[src/rtl/riscv_fetch_pkg.sv]
// ============================================================================
// Module   : riscv_fetch_pkg
// Purpose  : Shared constants and the fetch-buffer entry type for the fetch stage.
// Revision : 1.0 - initial release
// ============================================================================
`default_nettype none

package riscv_fetch_pkg;

  localparam int INSTR_WIDTH  = 32;
  localparam int PC_STEP      = 4;
  // The entry type is fixed-width, so the PC field is sized for the widest
  // address any instance may use and each instance uses only its low bits.
  localparam int PC_WIDTH_MAX = 32;

  typedef struct packed {
    logic [INSTR_WIDTH-1:0]  inst;
    logic [PC_WIDTH_MAX-1:0] pc;
  } fetch_entry_t;

endpackage

`default_nettype wire

[src/rtl/fetch_fifo.sv]
// ============================================================================
// Module   : fetch_fifo
// Purpose  : Synchronous FIFO of fetch entries with push, pop and flush.
//            Flush has priority over push.
// Revision : 1.0 - initial release
// ============================================================================
`default_nettype none

module fetch_fifo
  import riscv_fetch_pkg::*;
#(
  parameter int DEPTH = 2
) (
  input  logic         clk,
  input  logic         rst_n,
  input  logic         i_push,
  input  logic         i_pop,
  input  logic         i_flush,
  input  fetch_entry_t i_wdata,
  output fetch_entry_t o_rdata,
  output logic         o_full,
  output logic         o_empty
);

  localparam int AW = $clog2(DEPTH);

  fetch_entry_t r_mem [DEPTH];
  logic [AW:0]  r_wptr;
  logic [AW:0]  r_rptr;
  logic         w_do_push;
  logic         w_do_pop;

  // Pointers carry one extra wrap bit so full and empty are distinguishable.
  assign o_empty   = (r_wptr == r_rptr);
  assign o_full    = (r_wptr[AW] != r_rptr[AW]) &&
                     (r_wptr[AW-1:0] == r_rptr[AW-1:0]);
  assign w_do_pop  = i_pop & ~o_empty;
  assign w_do_push = i_push & ~i_flush & (~o_full | w_do_pop);
  assign o_rdata   = r_mem[r_rptr[AW-1:0]];

  always_ff @(posedge clk or negedge rst_n) begin
    if (!rst_n) begin
      r_wptr <= '0;
      r_rptr <= '0;
    end else if (i_flush) begin
      r_wptr <= '0;
      r_rptr <= '0;
    end else begin
      if (w_do_push) r_wptr <= r_wptr + {{AW{1'b0}}, 1'b1};
      if (w_do_pop)  r_rptr <= r_rptr + {{AW{1'b0}}, 1'b1};
    end
  end

  always_ff @(posedge clk) begin
    if (w_do_push) r_mem[r_wptr[AW-1:0]] <= i_wdata;
  end

endmodule

`default_nettype wire

[src/rtl/fetch_unit.sv]
// ============================================================================
// Module   : fetch_unit
// Purpose  : Instruction fetch stage: PC register, instruction buffer and
//            valid/ready hand-off to decode. Optional misaligned-redirect trap
//            enabled by defining FETCH_MISALIGN_TRAP_EN.
// Revision : 1.0 - initial release
// ============================================================================
`default_nettype none

module fetch_unit
  import riscv_fetch_pkg::*;
#(
  parameter int                  PC_WIDTH   = 10,
  parameter logic [PC_WIDTH-1:0] RESET_PC   = '0,
  parameter int                  FIFO_DEPTH = 2
) (
  input  logic                   clk,
  input  logic                   rst_n,
  input  logic                   fetch_en,
  output logic [PC_WIDTH-1:0]    imem_addr,
  input  logic [INSTR_WIDTH-1:0] imem_data,
  input  logic                   redirect_valid,
  input  logic [PC_WIDTH-1:0]    redirect_target,
  output logic                   inst_valid,
  input  logic                   inst_ready,
  output logic [INSTR_WIDTH-1:0] inst,
  output logic [PC_WIDTH-1:0]    inst_pc,
  output logic                   misalign_err
);

  logic [PC_WIDTH-1:0] r_pc;
  logic [PC_WIDTH-1:0] w_redirect_pc;
  logic                w_halted;
  logic                w_push;
  logic                w_pop;
  logic                w_full;
  logic                w_empty;
  fetch_entry_t        w_wentry;
  fetch_entry_t        w_head;

  assign imem_addr = r_pc;

  assign w_pop  = inst_valid & inst_ready;
  assign w_push = fetch_en & ~redirect_valid & (~w_full | w_pop) & ~w_halted;

`ifdef FETCH_MISALIGN_TRAP_EN
  logic r_halted;
  logic r_misalign_err;

  // Misaligned redirect parks fetch at the bad target until reset.
  always_ff @(posedge clk or negedge rst_n) begin
    if (!rst_n) begin
      r_halted       <= 1'b0;
      r_misalign_err <= 1'b0;
    end else if (redirect_valid && (redirect_target[1:0] != 2'b00)) begin
      r_halted       <= 1'b1;
      r_misalign_err <= 1'b1;
    end
  end

  assign w_halted      = r_halted;
  assign misalign_err  = r_misalign_err;
  assign w_redirect_pc = redirect_target;
`else
  logic [1:0] w_unused_tgt_lsb;

  assign w_unused_tgt_lsb = redirect_target[1:0];
  assign w_halted         = 1'b0;
  assign misalign_err     = 1'b0;
  assign w_redirect_pc    = {redirect_target[PC_WIDTH-1:2], 2'b00};
`endif

  always_ff @(posedge clk or negedge rst_n) begin
    if (!rst_n) begin
      r_pc <= RESET_PC;
    end else if (redirect_valid && !w_halted) begin
      r_pc <= w_redirect_pc;
    end else if (w_push) begin
      r_pc <= r_pc + PC_WIDTH'(PC_STEP);
    end
  end

  always_comb begin
    w_wentry                   = '0;
    w_wentry.inst              = imem_data;
    w_wentry.pc[PC_WIDTH-1:0]  = r_pc;
  end

  fetch_fifo #(
    .DEPTH (FIFO_DEPTH)
  ) u_fifo (
    .clk     (clk),
    .rst_n   (rst_n),
    .i_push  (w_push),
    .i_pop   (w_pop),
    .i_flush (redirect_valid),
    .i_wdata (w_wentry),
    .o_rdata (w_head),
    .o_full  (w_full),
    .o_empty (w_empty)
  );

  generate
    if (PC_WIDTH < PC_WIDTH_MAX) begin : g_pc_hi
      logic [PC_WIDTH_MAX-PC_WIDTH-1:0] w_unused_pc_hi;
      assign w_unused_pc_hi = w_head.pc[PC_WIDTH_MAX-1:PC_WIDTH];
    end
  endgenerate

  // Head fields are masked so decode sees zeros whenever nothing is valid.
  assign inst_valid = ~w_empty;
  assign inst       = w_empty ? '0 : w_head.inst;
  assign inst_pc    = w_empty ? '0 : w_head.pc[PC_WIDTH-1:0];

endmodule

`default_nettype wire

[config.mk]
export PLATFORM = sky130hd
export DESIGN_NAME = fetch_unit
export DESIGN_NICKNAME = d
export VERILOG_FILES = /design/src/rtl/riscv_fetch_pkg.sv /design/src/rtl/fetch_fifo.sv /design/src/rtl/fetch_unit.sv
export SDC_FILE = /design/constraint.sdc
export NUM_CORES = 1
export LEC_CHECK = 0
export CAP_MARGIN = 30
export CELL_PAD_IN_SITES_DETAIL_PLACEMENT = 2
export CELL_PAD_IN_SITES_GLOBAL_PLACEMENT = 2
export CORE_UTILIZATION = 35
export DETAILED_ROUTE_END_ITERATION = 7
export PLACE_DENSITY = 0.81
export SYNTH_ARGS = -nofsm -noshare
export SYNTH_HDL_FRONTEND = slang
export SYNTH_SLANG_ARGS = --single-unit
[constraint.sdc]
create_clock -name clk -period 12.1 [get_ports clk]
set_input_delay 1.815 -clock clk [delete_from_list [all_inputs] [get_ports clk]]
set_output_delay 1.815 -clock clk [all_outputs]
set_load 0.005 [all_outputs]
==> results of run 1 <==
[per-layer routing]
metal  vias up  wire length (um)
li1       1104                 -
met1      1165              3638
met2        56              4706
met3        10               264
met4         0               145
met5         -                 0
[through the flow]
stage,utilization [%],hold WS [ns],cells
after global placement,46.64,0.5433,471
after floorplan,-,0.5124,254
final,48.74,0.5810,487
after CTS,48.74,0.5911,487
after detailed placement,46.91,0.5693,472
after global routing,48.74,0.6101,487
[flip-flops by register name (all words and copies together) (netlist names)]
name,flops
u_fifo.r_wptr,2
u_fifo.r_mem,80
u_fifo.r_rptr,2
imem_addr,8
[layout by cell type (no fill, tap or decap), types with 5 or more instances in the layout]
cell type / netlist / routed
buf_4: 6 / 5
clkbuf_8: 0 / 9
nand2_1: 5 / 5
mux2i_1: 41 / 41
clkdlybuf4s50_1: 0 / 93
edfxtp_1: 80 / 80
dfrtp_1: 12 / 11
xor2_1: 8 / 8
conb_1: 1 / 5
nor2_1: 48 / 47
[final timing paths]
path	start	to	slack, ns	cells past startpoint
worst max-delay path	u_fifo.r_wptr[0]	inst_pc[4]	7.94	5
worst min-delay path	imem_addr[9]	u_fifo.r_mem[0][9]	0.58	0
worst max register to register	u_fifo.r_rptr[1]	u_fifo.r_mem[1][13]	9.92	4
worst min register to register	imem_addr[9]	u_fifo.r_mem[0][9]	0.58	0
max in group asynchronous	rst_n	u_fifo.r_rptr[0]	9.81	1
min in group asynchronous	rst_n	imem_addr[6]	1.85	1
[power by group]
part	leakage [uW]	switching, uW	total (uW)	internal [uW]
sequential	0.000881	15.8	385	369
combinational	0.000753	137	304	167
clock	0.0000925	109	205	95.6
total	0.00173	262	893	631
[cell type report]
cell class | count | area [um^2] | share of cell area, %
repair buffers | 99 | 996.0 | 19.62
clock buffers | 10 | 127.6 | 2.514
clock inverters | 5 | 63.81 | 1.257
flip-flops and latches | 92 | 2704 | 53.25
inverters | 3 | 11.26 | 0.2218
multi-input cells | 142 | 1005 | 19.79
well taps | 136 | 170.2 | 3.351
[kinds of logic (layout without fill, tap and decap cells)]
| family | Yosys count | after routing | synth area share, % |
|---|---|---|---|
| adder cells (fa/ha/maj) | 1 | 1 | 0.3305 |
| AO/OA/AOI/OAI | 18 | 18 | 3.702 |
| multiplexers | 42 | 42 | 11.14 |
| buffers and inverters | 20 | 117 | 2.909 |
| AND/OR/NAND/NOR | 65 | 65 | 7.372 |
| other | 1 | 5 | 0.09908 |
| XOR/XNOR | 11 | 11 | 3.042 |
| flip-flops | 92 | 92 | 71.40 |
==> impl_metrics.toml, run 1 <==
[global_routing]
grt_pass1_vias = 2514
busiest_layer = "met2"
grt.overflow.total = 0
antenna_found_initial = 0
met3_usage_pct = 2.759
grt_max_degree = 43
grt_usage_pct = 16.37
met2_usage_pct = 29.18
gr-usage-met1_pct = 19.27
grt_first_pass_wirelength_um = 13600

[layout]
nets = 395
n_antenna_cell = 0
syn2layout_area_growth_pct = 34.15
nFillCells = 1011
drive_gt1_share_pct = 7.977
final_design_area_no_fill_um2 = 5077

[placement]
place_congestion = 0.7285
dp_hpwl_um = 5935
preCtsSetupSlack_ns = 8.308
port_buffers = 93
place_area_um2 = 4886

[timing]
max_freq_mhz = 240.4
min_period_ns = 4.160
rsz0062_at_grt = "no"
skew_ns = 0.01262
tns_ns = 0
drv_slew = 0
finalHoldViolCount = 0
setup_viol = 0
tightest_slew_ns = 0.7386
period_share_pct = 34.38
timing.slew.headroom_pct = 50.76
setup_ws_ns = 7.940

[setup_path]
cpPeakStageDelay_ns = 0.50
crit_type = "reg -> out"
crit_path_max_fanout = 24
worstSetupEndpointType = "primary output"
cp.required_ns = 10.28
startpoint_type = "register"
crit_slowest_cell = "dfrtp_1"
cp_top_family = "buffers and inverters"
crit_arrival_ns = 2.34
path_buf_inv = 2
path_cells = "xor2_4 -> nor2_4 -> buf_16 -> nor2_1 -> clkdlybuf4s50_1"

[synthesis]
synthFlopType = "edfxtp_1"
mappedNetlistArea_um2 = 3785
netlist.area_leader.share_pct = 63.47
synth_seq_cells = 92
synth_edf_count = 80
yosysSeqAreaShare_pct = 71.40
synthTopCellsByArea = "edfxtp_1 63%, mux2i_1 11%, dfrtp_1 7.9%, nor2_1 4.8%, xor2_1 1.9%"
syn_inst = 250
synth_cell_type_count = 34
synthTopCellsByCount = "80 x edfxtp_1, 48 x nor2_1, 41 x mux2i_1, 12 x dfrtp_1, 8 x xor2_1"
async_reset_ff_share_pct = 13.04
synth_area_leader_cell = "edfxtp_1"
syn_avg_cell_area_um2 = 15.14
synth.most_common_cell = "edfxtp_1"
yosys_warnings = 0

[clocking]
cts_hold_repair.buffers = 0
clockBufferDepth = 2
worstSkewPairLatency_ns = 0.36
cts_resized = 0
cts_tree = "built"
clock-sinks = 92
cts_buffers = 9
path_clk_slew_ns = 0.08
cts_max_level = 3
cts_root_buf = "clkbuf_8"
cts_setup_buffers = 0

[floorplan]
rows = 37
ios = 101
initial_core_util_pct = 36.34
die_width_um = 106.0
die_height_um = 106.0
fp.coreArea_um2 = 10420
dieArea_um2 = 11230

[detailed_routing]
wl_um = 8754
route.vias.total = 2335
drc = 0
drt-initial-drc-count = 70
vias_per_cell = 4.795
firstDrtPassIters = 5
post_drt_wl_per_cell_um = 17.98
ant_nets = 0

[run_status]
status = "finished, final reports clean"

[run]
maxCapViolCount = 0

[power_and_ir_drop]
leakagePower_uw = 0.001726
total_power_uw = 893.4
vdd_drop_max_v = 0.0001009
pwr_density_cell_nw_per_um2 = 176.0

[hold_path]
hp-class = "reg -> reg"
Note: power is estimated with default switching activity, not from simulation.
==> run 2, diff against run 1 <==
- CORE_UTILIZATION: 35 -> 30
- PLACE_DENSITY: 0.81 -> 0.73
- clock period: 12.1 -> 3.5 ns (I/O delays scaled with it)
==> impl_metrics.toml, run 2 (same netlist as run 1, synthesis figures left out) <==
[layout]
syn2layout_area_growth_pct = 37.12
largest_reg_flops = 80
mostFrequentLayoutCells = "93 x clkdlybuf4s50_1, 80 x edfxtp_1, 47 x nor2_1"
nets = 396
seq_area_um2 = 2704
drive_gt1_share_pct = 7.932
multi_input_area_um2 = 1017
nFillCells = 1245
utilization_pct = 42.67
layout_commonest_cell = "clkdlybuf4s50_1"

[timing]
setup_viol = 0
period_share_pct = 87.36
tightest_slew_ns = 0.7642
drv_slew = 0
skew_ns = 0.005092
min_period_ns = 3.058
timing.slew.headroom_pct = 48.41
tns_ns = 0
finalHoldViolCount = 0
max_freq_mhz = 327.1
rsz0062_at_grt = "no"

[power_and_ir_drop]
pwr_density_cell_nw_per_um2 = 617.0
vdd_drop_max_v = 0.0003689
leakagePower_uw = 0.001758

[placement]
place_congestion = 0.7513
dp_hpwl_um = 5650
port_buffers = 93

[clocking]
cts_max_level = 3
cts_tree = "built"
cts_hold_repair.buffers = 0
cts_buffers = 9
cts_setup_buffers = 0
path_clk_slew_ns = 0.06
cts_resized = 0
worstSkewPairLatency_ns = 0.34
clockBufferDepth = 2
cts_root_buf = "clkbuf_16"
clock-sinks = 92

[detailed_routing]
drt-initial-drc-count = 98
post_drt_wl_per_cell_um = 16.17
firstDrtPassIters = 3
route.vias.total = 2379
wl_um = 8441
vias_per_cell = 4.557
ant_nets = 0
drc = 0

[floorplan]
ios = 101
initial_core_util_pct = 31.12
die_width_um = 114.3
rows = 40
fp.coreArea_um2 = 12160
die_height_um = 114.3
dieArea_um2 = 13070

[run]
maxCapViolCount = 0

[global_routing]
grt_first_pass_wirelength_um = 13640
grt.overflow.total = 0
antenna_found_initial = 1
grt_usage_pct = 14.16
grt_pass1_vias = 2677
grt_max_degree = 43

[setup_path]
r2r-start = "u_fifo.r_rptr[1]"
crit_path_max_fanout = 26
cp-endpoint = "inst[17]"
cp.required_ns = 2.97
worstSetupEndpointType = "primary output"
r2r_slack_ns = 1.23
rr_worst_depth = 4
crit_arrival_ns = 2.53
critPathLaunch = "u_fifo.r_wptr[0]"
crit_type = "reg -> out"
startpoint_type = "register"
reg2reg_to = "u_fifo.r_mem[1][20]"

[run_status]
status = "finished, final reports clean"

[hold_path]
hp-class = "in -> async"
run 2: final cells by class:
type | count | area share, %
flip-flops and latches | 92 | 52.10
multi-input cells | 142 | 19.60
repair buffers | 100 | 18.95
clock buffers | 11 | 4.484
well taps | 168 | 4.050
clock inverters | 5 | 0.5545
inverters | 3 | 0.2170
diodes | 1 | 0.04822
run 2: routing by layer:
layer	vias up	track usage [%]	part of all wire, %
met5	-	0	0
met4	0	4.935	1.3
met3	10	5.188	5.1
met2	64	25.09	53
met1	1191	15.60	41
li1	1114	-	-
run 2: worst max-delay path, cell delays in order (launching register included):
cell,delay [ns]
dfrtp_1,0.55
xor2_4,0.20
nor2_4,0.56
buf_4,0.33
nor2_1,0.08
clkdlybuf4s50_1,0.46
run 2: metrics by stage:
stage / instance area [um^2] / std cells / hold slack, ns / setup slack (ns) / total power (uW)
2_1_floorplan: 3810 / 254 / 0.2294 / 0.3494 / 1811
3_3_place_gp: 4926 / 505 / 0.5434 / 0.7488 / 2374
3_5_place_dp: 4926 / 505 / 0.5624 / 0.7262 / 2393
6_report: 5190 / 522 / 0.5565 / 0.4424 / 3202
4_1_cts: 5187 / 521 / 0.5665 / 0.3405 / 3280
5_1_grt: 5187 / 521 / 0.5890 / 0.2065 / 3390
run 2: power breakdown:
group / leakage, uW / internal (uW) / switching, uW
registers: 0.000881 / 1280 / 54.3
logic: 0.000754 / 552 / 454
clock network: 0.000123 / 476 / 389
run 2: worst min path at each step:
stage | startpoint | end | slack [ns] | cells past startpoint
2_1_floorplan | rst_n | imem_addr[2] | 0.23 | 0
3_3_place_gp | imem_addr[9] | u_fifo.r_mem[1][9] | 0.54 | 0
3_5_place_dp | imem_addr[9] | u_fifo.r_mem[1][9] | 0.56 | 0
4_1_cts | rst_n | u_fifo.r_rptr[1] | 0.57 | 1
5_1_grt | rst_n | u_fifo.r_rptr[1] | 0.59 | 1
6_report | rst_n | imem_addr[3] | 0.56 | 1
==> run 3, diff against run 2 <==
- CORE_UTILIZATION: 30 -> 35
- PLACE_DENSITY: 0.73 -> 0.74
- SYNTH_HIERARCHICAL: default -> 1
==> impl_metrics.toml, run 3 <==
[detailed_routing]
vias_per_cell = 4.843
drt-initial-drc-count = 66
drc = 8
ant_nets = 0
post_drt_wl_per_cell_um = 18.23
firstDrtPassIters = 6
route.vias.total = 2504
wl_um = 9425

[run_status]
status = "finished, violations left"
violations = "design-rule violations"

[setup_path]
worstSetupEndpointType = "primary output"
crit_path_max_fanout = 43
cp.required_ns = 2.97
crit_type = "reg -> out"
startpoint_type = "register"
crit_arrival_ns = 2.58

[placement]
place_area_um2 = 5305
port_buffers = 95
dp_hpwl_um = 6241
dp.cells = 501
place_congestion = 0.7379

[power_and_ir_drop]
clockPowerShare_pct = 36.1
sequentialPowerShare_pct = 49.3
p_sw_share_pct = 22.91
combinationalPowerShare_pct = 14.6
leakagePower_uw = 0.001873
vdd_drop_max_v = 0.0002996
pwr_density_cell_nw_per_um2 = 479.6
power.switching_uw = 615.4
internal-power_uw = 2071

[global_routing]
grt_usage_pct = 16.20
grt.overflow.total = 0
grt_max_degree = 52
antenna_found_initial = 0
grt_pass1_vias = 2744
grt_first_pass_wirelength_um = 15000

[timing]
tns_ns = 0
rsz0062_at_grt = "no"
min_period_ns = 3.108
finalHoldViolCount = 0
skew_ns = 0.007062
drv_slew = 0
tightest_slew_ns = 0.6764
timing.slew.headroom_pct = 54.74
max_freq_mhz = 321.8
setup_viol = 0
period_share_pct = 88.79

[clocking]
path_clk_slew_ns = 0.07
clock-sinks = 96
cts_setup_buffers = 0
cts_buffers = 9
clockBufferDepth = 2
cts_max_level = 3
cts_hold_repair.buffers = 0
cts_root_buf = "clkbuf_16"
cts_resized = 0
cts_tree = "built"
worstSkewPairLatency_ns = 0.34

[layout]
nFillCells = 1078
final_cells = 517
n_antenna_cell = 0
utilization_pct = 48.64
syn2layout_area_growth_pct = 34.36
final_design_area_no_fill_um2 = 5602
largest_reg_flops = 84
nets = 417
layout_commonest_cell = "clkdlybuf4s50_1"
mostFrequentLayoutCells = "95 x clkdlybuf4s50_1, 84 x edfxtp_1, 43 x mux2_2"
drive_gt1_share_pct = 20.59

[floorplan]
dieArea_um2 = 12350
rows = 39
die_height_um = 111.1
fp.coreArea_um2 = 11520
initial_core_util_pct = 36.20
ios = 101
die_width_um = 111.1

[run]
maxCapViolCount = 0

[hold_path]
hp-class = "in -> async"

[synthesis]
mappedNetlistArea_um2 = 4169
yosys_warnings = 6
syn_avg_cell_area_um2 = 15.50
syn_inst = 269
==> run 3: per-stage QoR <==
step / hold slack (ns) / worst slack, ns / total power [uW]
detailed placement: 0.5798 / 0.6201 / 1752
CTS: 0.5903 / 0.3565 / 2732
floorplan: 0.2294 / 0.02613 / 1509
global route: 0.6053 / 0.2199 / 2802
global placement: 0.5392 / 0.7083 / 1736
finish: 0.5730 / 0.3924 / 2686
==> run 3: path summary, 6_finish.rpt <==
check                                 startpoint             endpoint  slack, ns  cells past startpoint
worst max register to register  u_fifo/r_wptr[0]  u_fifo/r_mem[1][59]       0.67                      7
worst min register to register      imem_addr[7]   u_fifo/r_mem[1][7]       0.59                      0
min in group clk                    imem_addr[7]   u_fifo/r_mem[1][7]       0.59                      0
worst max-delay path            u_fifo/r_rptr[1]           inst_pc[9]       0.39                      6
worst min-delay path                       rst_n         imem_addr[6]       0.57                      1
max in group asynchronous                  rst_n     u_fifo/r_rptr[0]       2.48                      1
==> run 3: layout make-up <==
class                      instances  area [um^2]  area share [%]
timing repair buffer             101         1008           18.00
sequential                        96         2824           50.41
clock buffer                       9        225.2           4.021
multi-input combinational        156         1275           22.76
tap                              143        178.9           3.194
inverter                           5        18.77          0.3350
clock inverter                     7        71.32           1.273
==> run 3: critical path: stages (launching register included) <==
cell	delay (ns)
dfrtp_1	0.43
xnor2_2	0.36
inv_1	0.13
nor2_4	0.13
buf_4	0.44
and2b_2	0.28
clkdlybuf4s50_1	0.46
==> run 3: power by group through the flow <==
stage          clock [uW]  combinational [uW]  sequential [uW]
2_1_floorplan           0                 172             1340
5_1_grt              1040                 427             1330
6_report              969                 392             1330
3_5_place_dp            0                 401             1350
3_3_place_gp            0                 390             1350
4_1_cts              1000                 404             1330
==> run 3: layer usage <==
layer / track usage (%) / vias to the layer above / share of wire (%)
li1: - / 1174 / -
met1: 19.21 / 1269 / 42
met2: 29.01 / 54 / 53
met3: 3.226 / 7 / 3.3
met4: 5.946 / 0 / 1.4
met5: 0 / - / 0
